`src/rtl/regfile_wb_sched_pkg.sv`:
```
// Shared definitions for the SEQ register-file write-back scheduler:
// icode constants, special register IDs and the scheduler state encoding.
package regfile_wb_sched_pkg;

  localparam logic [3:0] IRRMOVQ = 4'h2;
  localparam logic [3:0] IIRMOVQ = 4'h3;
  localparam logic [3:0] IMRMOVQ = 4'h5;
  localparam logic [3:0] IOPQ    = 4'h6;
  localparam logic [3:0] ICALL   = 4'h8;
  localparam logic [3:0] IRET    = 4'h9;
  localparam logic [3:0] IPUSHQ  = 4'hA;
  localparam logic [3:0] IPOPQ   = 4'hB;

  localparam logic [3:0] RSP   = 4'h4;
  localparam logic [3:0] RNONE = 4'hF;

  typedef enum logic [1:0] {
    IDLE = 2'd0,
    WR_E = 2'd1,
    WR_M = 2'd2,
    NOP  = 2'd3
  } state_t;

endpackage

```
`src/rtl/regfile_wb_sched_dst_decode.sv`:
```
// Combinational icode/cnd/ra/rb to dst_e/dst_m mapping, shared with the
// pipelined write-back path.
module wb_dst_decode
  import regfile_wb_sched_pkg::*;
(
  input  logic [3:0] icode,
  input  logic       cnd,
  input  logic [3:0] ra,
  input  logic [3:0] rb,
  output logic [3:0] dst_e,
  output logic [3:0] dst_m
);

  always_comb begin
    // NOTE: defaults first so every path assigns both outputs; no latch.
    dst_e = RNONE;
    dst_m = RNONE;
    case (icode)
      IRRMOVQ:               dst_e = cnd ? rb : RNONE;
      IIRMOVQ, IOPQ:         dst_e = rb;
      IMRMOVQ:               dst_m = ra;
      ICALL, IRET, IPUSHQ:   dst_e = RSP;
      IPOPQ: begin
        dst_e = RSP;
        dst_m = ra;
      end
      default: ;
    endcase
  end

endmodule

```
`src/rtl/regfile_wb_sched.sv`:
```
// Write-back scheduler: serialises a retired instruction's E and M writes onto
// the single register-file write port. Optional: WB_SAME_DST_MERGE_EN.
module regfile_wb_sched
  import regfile_wb_sched_pkg::*;
#(
  parameter int DATA_W = 64
) (
  input  logic              clock,
  input  logic              rst_n,
  input  logic              in_valid,
  output logic              in_ready,
  input  logic [3:0]        in_code,
  input  logic              cnd,
  input  logic [3:0]        ra,
  input  logic [3:0]        rb,
  input  logic [DATA_W-1:0] val_e,
  input  logic [DATA_W-1:0] val_m,
  output logic              wr_en,
  output logic [3:0]        wr_addr,
  output logic [DATA_W-1:0] wr_data,
  output logic              done,
  output logic              busy
);

  state_t            state, state_nxt;
  logic [3:0]        dec_e, dec_m;
  logic [3:0]        dst_e, dst_m;
  logic [DATA_W-1:0] val_e_q, val_m_q;
  logic              accept;
  logic              skip_e;

  wb_dst_decode u_dst_decode (
    .icode (in_code),
    .cnd   (cnd),
    .ra    (ra),
    .rb    (rb),
    .dst_e (dec_e),
    .dst_m (dec_m)
  );

  assign in_ready = (state == IDLE);
  assign busy     = (state != IDLE);
  assign accept   = in_valid & in_ready;

`ifdef WB_SAME_DST_MERGE_EN
  // The M write lands on the same register last anyway, so the E write is dead.
  assign skip_e = (dec_e == dec_m);
`else
  assign skip_e = 1'b0;
`endif

  // NOTE: sequential state uses non-blocking assignments only; the latched
  // data is reset too, so wr_data is defined from the first cycle.
  always_ff @(posedge clock or negedge rst_n) begin
    if (!rst_n) begin
      state   <= IDLE;
      dst_e   <= RNONE;
      dst_m   <= RNONE;
      val_e_q <= '0;
      val_m_q <= '0;
    end else begin
      state <= state_nxt;
      if (accept) begin
        dst_e   <= dec_e;
        dst_m   <= dec_m;
        val_e_q <= val_e;
        val_m_q <= val_m;
      end
    end
  end

  always_comb begin
    state_nxt = state;
    case (state)
      IDLE: begin
        if (accept) begin
          if (dec_e != RNONE && !skip_e) state_nxt = WR_E;
          else if (dec_m != RNONE)       state_nxt = WR_M;
          else                           state_nxt = NOP;
        end
      end
      WR_E:    state_nxt = (dst_m != RNONE) ? WR_M : IDLE;
      WR_M:    state_nxt = IDLE;
      NOP:     state_nxt = IDLE;
      default: state_nxt = IDLE;
    endcase
  end

  // Outputs depend only on registered state and latched fields.
  always_comb begin
    wr_en   = 1'b0;
    wr_addr = RNONE;
    wr_data = '0;
    done    = 1'b0;
    case (state)
      WR_E: begin
        wr_en   = 1'b1;
        wr_addr = dst_e;
        wr_data = val_e_q;
        done    = (dst_m == RNONE);
      end
      WR_M: begin
        wr_en   = 1'b1;
        wr_addr = dst_m;
        wr_data = val_m_q;
        done    = 1'b1;
      end
      NOP:     done = 1'b1;
      default: ;
    endcase
  end

endmodule

```
`config.mk`:
```
export PLATFORM = sky130hd
export DESIGN_NAME = regfile_wb_sched
export DESIGN_NICKNAME = d
export VERILOG_FILES = /design/src/rtl/regfile_wb_sched_pkg.sv /design/src/rtl/regfile_wb_sched_dst_decode.sv /design/src/rtl/regfile_wb_sched.sv
export SDC_FILE = /design/constraint.sdc
export NUM_CORES = 1
export LEC_CHECK = 0
export CAP_MARGIN = 20
export CORE_UTILIZATION = 44
export DETAILED_ROUTE_END_ITERATION = 8
export PLACE_DENSITY_LB_ADDON = 0.05
export SETUP_SLACK_MARGIN = 0.05
export SLEW_MARGIN = 30
export SYNTH_ARGS = -nofsm -noshare
export SYNTH_HDL_FRONTEND = slang
export SYNTH_HIERARCHICAL = 1
export SYNTH_SLANG_ARGS = --single-unit
export TNS_END_PERCENT = 50
```
`constraint.sdc`:
```
create_clock -name clock -period 3.05 [get_ports clock]
set_input_delay 0.61 -clock clock [delete_from_list [all_inputs] [get_ports clock]]
set_output_delay 0.61 -clock clock [all_outputs]
set_load 0.02 [all_outputs]
```
==> results of run 1 <==
[per-layer routing]
| metal | up-vias | routed length (um) |
|---|---|---|
| met3 | 17 | 1040 |
| met2 | 166 | 7650 |
| li1 | 2184 | - |
| met4 | 0 | 254 |
| met5 | - | 0 |
| met1 | 2325 | 7110 |
[flip-flops by register name, indices dropped and copies added (netlist names)]
register and count:
dst_e 4, dst_m 4, state 2, val_e_q 64, val_m_q 64
[cells in the mapped netlist, drive strengths merged]
library cell / number
nor3b: 1
nor2b: 71
nor2: 2
or3: 1
mux2: 136
and4: 1
a41oi: 1
o21ai: 5
o22ai: 1
a211oi: 1
o221ai: 1
and3b: 1
nand2b: 1
ha: 5
nand4: 2
a22oi: 68
nand4bb: 1
o211ai: 3
dfstp: 8
clkbuf: 14
nand2: 7
inv: 3
buf: 23
dfrtp: 130
or4: 1
[worst max-delay path: stages (launching register included)]
cell and delay [ps]:
sky130_fd_sc_hd__dfrtp_1 420, sky130_fd_sc_hd__inv_1 160, sky130_fd_sc_hd__ha_2 260, sky130_fd_sc_hd__buf_12 210, sky130_fd_sc_hd__a22oi_1 90, sky130_fd_sc_hd__nor2b_1 130
sky130_fd_sc_hd__clkdlybuf4s50_1 610
[through the flow]
stage	utilization (%)	instances	setup slack (ps)	total power, mW	cell area (um2)
floorplan	-	488	746	6.18	6560
global placement	61.5	862	423	7.79	8940
detailed placement	61.5	862	343	7.90	8940
CTS	65.7	894	5.85	10.0	9540
global route	66.6	894	44.1	10.5	9680
finish	66.6	894	138	9.91	9680
[cells in the final DEF, fill, tap and decap left out, types with 2 or more instances in the layout]
| master | n |
|---|---|
| sky130_fd_sc_hd__clkdlybuf4s50_1 | 153 |
| sky130_fd_sc_hd__dfrtp_1 | 130 |
| sky130_fd_sc_hd__mux2_2 | 96 |
| sky130_fd_sc_hd__nor2b_1 | 71 |
| sky130_fd_sc_hd__a22oi_1 | 68 |
| sky130_fd_sc_hd__dlymetal6s2s_1 | 43 |
| sky130_fd_sc_hd__mux2_4 | 40 |
| sky130_fd_sc_hd__dlygate4sd2_1 | 18 |
| sky130_fd_sc_hd__clkbuf_16 | 17 |
| sky130_fd_sc_hd__buf_12 | 9 |
| sky130_fd_sc_hd__dfstp_2 | 8 |
| sky130_fd_sc_hd__nand2_1 | 6 |
| sky130_fd_sc_hd__clkinv_2 | 5 |
| sky130_fd_sc_hd__o21ai_0 | 5 |
| sky130_fd_sc_hd__bufinv_16 | 4 |
| sky130_fd_sc_hd__inv_1 | 3 |
| sky130_fd_sc_hd__clkinvlp_4 | 3 |
| sky130_fd_sc_hd__o211ai_1 | 3 |
| sky130_fd_sc_hd__nor2_1 | 2 |
| sky130_fd_sc_hd__nand4_1 | 2 |
| sky130_fd_sc_hd__ha_2 | 2 |
| sky130_fd_sc_hd__ha_1 | 2 |
| sky130_fd_sc_hd__clkbuf_1 | 2 |
| sky130_fd_sc_hd__buf_6 | 2 |
| sky130_fd_sc_hd__buf_4 | 2 |
[final cells by class]
cell class	count	area [um2]	share of cell area (%)
clock buffers	19	433	4.47
clock inverters	13	176	1.82
inverters	3	11.3	0.116
multi-input cells	310	2920	30.2
flip-flops and latches	138	3460	35.8
well taps	184	230	2.38
repair buffers	227	2440	25.3
[power groups by stage]
stage | Sequential, mW | Clock (mW) | Combinational, mW
3_5_place_dp | 3.29 | 0 | 4.61
4_1_cts | 3.27 | 2.17 | 4.57
3_3_place_gp | 3.26 | 0 | 4.53
5_1_grt | 3.39 | 2.26 | 4.84
2_1_floorplan | 3.13 | 0 | 3.06
6_report | 3.28 | 2.12 | 4.51
[kinds of logic after synthesis]
kind of cell	after synthesis	share of synthesized area, %
flops	138	52.8
mux	136	25.6
simple gates	89	8.43
compound gates	80	8.98
buf+inv	40	3.20
fa+ha+maj	5	0.954
[path summary, 6_finish.rpt]
path | start | to | slack (ps) | cells past startpoint
setup reg to reg | state[0] | val_m_q[12] | 910 | 5
hold / removal | rst_n | val_m_q[43] | 180 | 1
min in group clock | val_m_q[11] | val_m_q[11] | 500 | 1
hold reg to reg | val_m_q[11] | val_m_q[11] | 500 | 1
setup / recovery | state[0] | wr_data[45] | 140 | 6
max in group asynchronous | rst_n | val_e_q[9] | 2040 | 2
[what timing repair did]
item	in CTS	in global routing
endpoints found under the hold margin	0	0
endpoints found under the setup margin	64	51
resized for setup	21	48
setup buffers	0	0
==> insert_results.sql, run 1 <==
INSERT INTO impl_metrics (metric_group, metric, value, unit) VALUES
('outcome', 'outcome', 'finished clean', ''),
('clock_tree', 'cts-htree-levels', '4', ''),
('floorplan', 'initial_core_util', '45.1', '%'),
('placement', 'post-dp-hpwl', '10900', 'um'),
('pwr', 'leak_pwr', '4.70', 'nW'),
('drt', 'post_drt_wl_per_cell', '18.0', 'um'),
('critical_path', 'critPathMaxFanout', '32', ''),
('hold_path', 'worstHoldPathType', 'in -> async', ''),
('flow_run', 'timing.max_cap.violations', '0', ''),
('final_layout', 'fill_cells', '1076', ''),
('sta', 'setup_total_negative_slack', '0', 'ps'),
('clock_tree', 'clockRootBuffer', 'sky130_fd_sc_hd__clkbuf_16', ''),
('drt', 'drt.antenna.violating_nets', '0', ''),
('sta', 'timing.max_slew.rel_slack', '56.7', '%'),
('global_routing', 'grt_antenna_before_repair', '0', ''),
('pwr', 'clock_power_share', '21.4', '%'),
('synthesis', 'netlist.top_cell.by_area', 'sky130_fd_sc_hd__dfrtp_1', ''),
('drt', 'vias', '4692', ''),
('floorplan', 'num_rows', '44', ''),
('global_routing', 'top_usage_layer', 'met2', ''),
('critical_path', 'criticalPathCategory', 'reg -> out', ''),
('drt', 'drt_pre_antenna_iters', '4', ''),
('floorplan', 'coreArea', '14500', 'um2'),
('pwr', 'p_comb_share', '45.5', '%'),
('synthesis', 'yosysWarnings', '6', ''),
('drt', 'wirelength', '16000', 'um'),
('sta', 'final_max_slew_viol_count', '0', ''),
('floorplan', 'dieWidth', '124', 'um'),
('pwr', 'internal-power', '6.64', 'mW'),
('pwr', 'power.switching', '3.27', 'mW'),
('global_routing', 'track_usage', '21.4', '%'),
('pwr', 'power_density', '1020', 'nW/um2'),
('sta', 'fmax', '343', 'MHz'),
('sta', 'final_period_minus_worst_setup_slack', '2910', 'ps'),
('critical_path', 'crit_path_end_kind', 'output port', ''),
('clock_tree', 'clock_tree_from_tritoncts', 'yes', ''),
('sta', 'timing.final.setup_violations', '0', ''),
('global_routing', 'met1_routing_resource_usage_after_global_routing', '27.2', '%'),
('global_routing', 'met3_usage', '7.60', '%'),
('synthesis', 'ys_seq_area_share', '52.8', '%'),
('final_layout', 'nNetsFinal', '846', ''),
('floorplan', 'height_of_the_chip', '124', 'um'),
('sta', 'rsz0062_at_grt', 'no', ''),
('final_layout', 'layout-drive-gt1-share', '27.0', '%'),
('drt', 'drt-initial-drc-count', '229', ''),
('synthesis', 'postSynthRegisterBits', '138', ''),
('synthesis', 'mappedNetlistNets', '637', ''),
('sta', 'hold_ws', '183', 'ps'),
('drt', 'avgViaCountPerCell', '5.25', ''),
('global_routing', 'grt_remaining_overflow', '0', ''),
('sta', 'timing.final.hold_violations', '0', ''),
('placement', 'gp_routability_congestion', '0.776', ''),
('synthesis', 'synthesis.instances', '488', ''),
('global_routing', 'grt.met2_usage', '33.9', '%'),
('clock_tree', 'insertion_delay', '420', 'ps'),
('clock_tree', 'cts_inserted_buffers', '17', ''),
('synthesis', 'synth_top_area_share', '49.6', '%'),
('floorplan', 'die-area', '15400', 'um2'),
('final_layout', 'n_diodes', '0', ''),
('global_routing', 'grt_first_pass_wirelength', '24500', 'um'),
('sta', 'fin_worst_skew', '5.68', 'ps'),
('pwr', 'worst_ir_drop_vdd', '465', 'uV'),
('synthesis', 'synth.lib_cells_used.distinct', '28', ''),
('placement', 'placement.io_buffers', '215', ''),
('clock_tree', 'cts.hold.buffers_added', '0', ''),
('synthesis', 'synth_area_leaders', 'sky130_fd_sc_hd__dfrtp_1 (50%), sky130_fd_sc_hd__mux2_2 (16%), sky130_fd_sc_hd__mux2_4 (9.2%)', ''),
('synthesis', 'syn-cell-area', '6560', 'um2'),
('global_routing', 'number_of_global_route_vias_before_repair', '4866', ''),
('pwr', 'power.switching_fraction', '33.0', '%'),
('floorplan', 'top_level_ports', '216', ''),
('synthesis', 'synthesis.area_per_instance', '13.4', 'um2'),
('drt', 'residual_drc_count', '0', ''),
('sta', 'final_min_period_over_clock_period', '95.5', '%'),
('pwr', 'power_share_of_the_sequential_group', '33.1', '%'),
('global_routing', 'grt_start_max_net_pins', '71', ''),
('critical_path', 'cp-start-kind', 'register', ''),
('clock_tree', 'cts_max_path_buffers', '2', ''),
('clock_tree', 'path_clk_slew', '50', 'ps'),
('clock_tree', 'cts_sinks', '138', ''),
('critical_path', 'required', '2440', 'ps'),
('final_layout', 'layout-area-overhead-vs-synth', '47.5', '%'),
('sta', 'worst_pin_slew', '649', 'ps'),
('critical_path', 'crit_arrival', '2300', 'ps');
No activity file was read; power rests on OpenSTA's default activity.
==> run 2, diff against run 1 <==
--- a/config.mk
+++ b/config.mk
@@ -9,7 +9,6 @@
 export CORE_UTILIZATION = 44
 export DETAILED_ROUTE_END_ITERATION = 8
 export PLACE_DENSITY_LB_ADDON = 0.05
-export SETUP_SLACK_MARGIN = 0.05
 export SLEW_MARGIN = 30
 export SYNTH_ARGS = -nofsm -noshare
 export SYNTH_HDL_FRONTEND = slang
==> constraint.sdc (replaced) <==
create_clock -name clock -period 2.8 [get_ports clock]
set_input_delay 0.56 -clock clock [delete_from_list [all_inputs] [get_ports clock]]
set_output_delay 0.56 -clock clock [all_outputs]
set_load 0.02 [all_outputs]
==> insert_results.sql, run 2 (synthesis gave the netlist of run 1 again) <==
INSERT INTO impl_metrics (metric_group, metric, value, unit) VALUES
('outcome', 'outcome', 'finished clean', ''),
('final_layout', 'layout.cells.most_common', 'sky130_fd_sc_hd__clkdlybuf4s50_1', ''),
('sta', 'timing.final.setup_violations', '0', ''),
('sta', 'fmax', '372', 'MHz'),
('drt', 'wl_met1', '7050', 'um'),
('placement', 'gp_routability_congestion', '0.775', ''),
('sta', 'timing.final.hold_violations', '0', ''),
('sta', 'fin_worst_skew', '9.29', 'ps'),
('critical_path', 'cp-start-kind', 'register', ''),
('pwr', 'power.switching', '3.50', 'mW'),
('placement', 'dpl_cell_area', '8990', 'um2'),
('floorplan', 'top_level_ports', '216', ''),
('drt', 'met2WireLength', '7410', 'um'),
('final_layout', 'largest_registers', 'val_e_q: 64 flops, val_m_q: 64 flops', ''),
('critical_path', 'timing.critical_path.cells', 'inv_1 > ha_2 > buf_4 > nor2b_1 > dlygate4sd2_1', ''),
('sta', 'final_max_slew_viol_count', '0', ''),
('clock_tree', 'clockRootBuffer', 'sky130_fd_sc_hd__clkbuf_16', ''),
('drt', 'dr_wl_met3', '1150', 'um'),
('hold_path', 'worstHoldPathType', 'in -> async', ''),
('floorplan', 'initial_core_util', '45.1', '%'),
('pwr', 'leak_pwr', '4.16', 'nW'),
('clock_tree', 'path_clk_slew', '60', 'ps'),
('floorplan', 'num_rows', '44', ''),
('final_layout', 'layout-area-overhead-vs-synth', '44.5', '%'),
('critical_path', 'criticalPathCategory', 'reg -> out', ''),
('final_layout', 'nNetsFinal', '851', ''),
('critical_path', 'timing.critical_path.slowest_cell_delay', '410', 'ps'),
('sta', 'final_period_minus_worst_setup_slack', '2690', 'ps'),
('placement', 'placement.io_buffers', '215', ''),
('floorplan', 'die-area', '15400', 'um2'),
('sta', 'timing.max_slew.rel_slack', '50.7', '%'),
('clock_tree', 'cts-htree-levels', '4', ''),
('floorplan', 'coreArea', '14500', 'um2'),
('pwr', 'power_density', '1090', 'nW/um2'),
('global_routing', 'grt_antenna_before_repair', '0', ''),
('critical_path', 'required', '2240', 'ps'),
('sta', 'rsz0062_at_grt', 'no', ''),
('floorplan', 'dieWidth', '124', 'um'),
('drt', 'wirelength', '15900', 'um'),
('pwr', 'power_share_of_the_sequential_group', '34.4', '%'),
('drt', 'residual_drc_count', '0', ''),
('final_layout', 'multi_input_comb_area', '2920', 'um2'),
('final_layout', 'ff_latch_area', '3460', 'um2'),
('clock_tree', 'cts.hold.buffers_added', '0', ''),
('pwr', 'worst_ir_drop_vdd', '525', 'uV'),
('pwr', 'power.switching_fraction', '33.8', '%'),
('sta', 'final_min_period_over_clock_period', '96.1', '%'),
('pwr', 'internal-power', '6.86', 'mW'),
('final_layout', 'fill_cells', '1134', ''),
('drt', 'post_drt_wl_per_cell', '17.7', 'um'),
('pwr', 'clock_power_share', '20.0', '%'),
('critical_path', 'critPathMaxFanout', '18', ''),
('drt', 'drt_pre_antenna_iters', '4', ''),
('critical_path', 'critical_path.slowest_cell', 'sky130_fd_sc_hd__dfrtp_1', ''),
('clock_tree', 'cts_max_path_buffers', '2', ''),
('global_routing', 'track_usage', '21.2', '%'),
('floorplan', 'height_of_the_chip', '124', 'um'),
('global_routing', 'number_of_global_route_vias_before_repair', '4819', ''),
('critical_path', 'crit_path_end_kind', 'output port', ''),
('placement', 'post-dp-hpwl', '10900', 'um'),
('global_routing', 'grt_remaining_overflow', '0', ''),
('clock_tree', 'insertion_delay', '420', 'ps'),
('final_layout', 'n_diodes', '0', ''),
('drt', 'vias', '4714', ''),
('sta', 'worst_pin_slew', '739', 'ps'),
('drt', 'drt.antenna.violating_nets', '0', ''),
('drt', 'drt-initial-drc-count', '176', ''),
('critical_path', 'crit_arrival', '2130', 'ps'),
('pwr', 'p_comb_share', '45.6', '%'),
('drt', 'top_layer_used', 'met4', ''),
('final_layout', 'design_area', '9480', 'um2'),
('final_layout', 'final_cell_mix', 'sky130_fd_sc_hd__clkdlybuf4s50_1 (144), sky130_fd_sc_hd__dfrtp_1 (130), sky130_fd_sc_hd__mux2_2 (96)', ''),
('clock_tree', 'cts_inserted_buffers', '17', ''),
('clock_tree', 'cts_sinks', '138', ''),
('flow_run', 'timing.max_cap.violations', '0', ''),
('drt', 'avgViaCountPerCell', '5.24', ''),
('clock_tree', 'clock_tree_from_tritoncts', 'yes', ''),
('sta', 'setup_total_negative_slack', '0', 'ps'),
('global_routing', 'grt_start_max_net_pins', '77', ''),
('global_routing', 'grt_first_pass_wirelength', '24400', 'um'),
('final_layout', 'layout-drive-gt1-share', '26.7', '%');
-- run 2: timing repair --
item | in CTS | in global routing
buffers inserted | 1 | 0
resized for setup | 73 | 5
pin swaps | 0 | 0
setup endpoints to repair | 69 | 5
-- run 2: worst max-delay path, delay by kind of cell, from the launching register on --
family	cells	cell delay, ps
adders and majority gates	1	400
buffers and inverters	3	700
DFF	1	410
and+or+nand+nor	1	210
-- run 2: stage by stage --
step           setup slack [ps]  power, mW  util [%]  instances  hold WS, ps
6_report                    108       10.4      65.2        899          161
5_1_grt                    5.48       11.0      65.2        899          210
4_1_cts                    43.3       10.5      65.2        899          188
3_5_place_dp                160       8.63      61.8        866          493
3_3_place_gp                178       8.52      61.8        866          487
2_1_floorplan               546       6.73         -        488          264
-- run 2: area by class of cell --
cell class | instances | area share (%)
clock buffer | 28 | 5.24
clock inverter | 4 | 0.475
inverter | 3 | 0.119
multi-input combinational | 310 | 30.8
sequential | 138 | 36.5
tap | 184 | 2.43
timing repair buffer | 232 | 24.4
-- run 2: routing by layer --
metal,vias up,GRT usage [%]
met5,-,0
met4,0,7.66
met3,21,7.42
met2,148,33.1
met1,2356,26.9
li1,2189,-
-- run 2: path summary, 6_finish.rpt --
| check | startpoint | to | slack [ps] | cells past startpoint |
|---|---|---|---|---|
| max reg2reg | state[1] | val_m_q[63] | 800 | 5 |
| max in group asynchronous | rst_n | val_m_q[40] | 1940 | 2 |
| min | rst_n | val_e_q[43] | 160 | 1 |
| max | state[1] | wr_data[0] | 110 | 5 |
| min in group clock | val_m_q[40] | val_m_q[40] | 500 | 1 |
| min reg2reg | val_m_q[40] | val_m_q[40] | 500 | 1 |
-- run 2: power by group through the flow --
| stage | Combinational [mW] | Clock (mW) | Sequential, mW |
|---|---|---|---|
| global route | 5.12 | 2.21 | 3.69 |
| floorplan | 3.33 | 0 | 3.41 |
| detailed placement | 5.05 | 0 | 3.58 |
| CTS | 4.78 | 2.12 | 3.56 |
| global placement | 4.98 | 0 | 3.54 |
| finish | 4.73 | 2.07 | 3.57 |
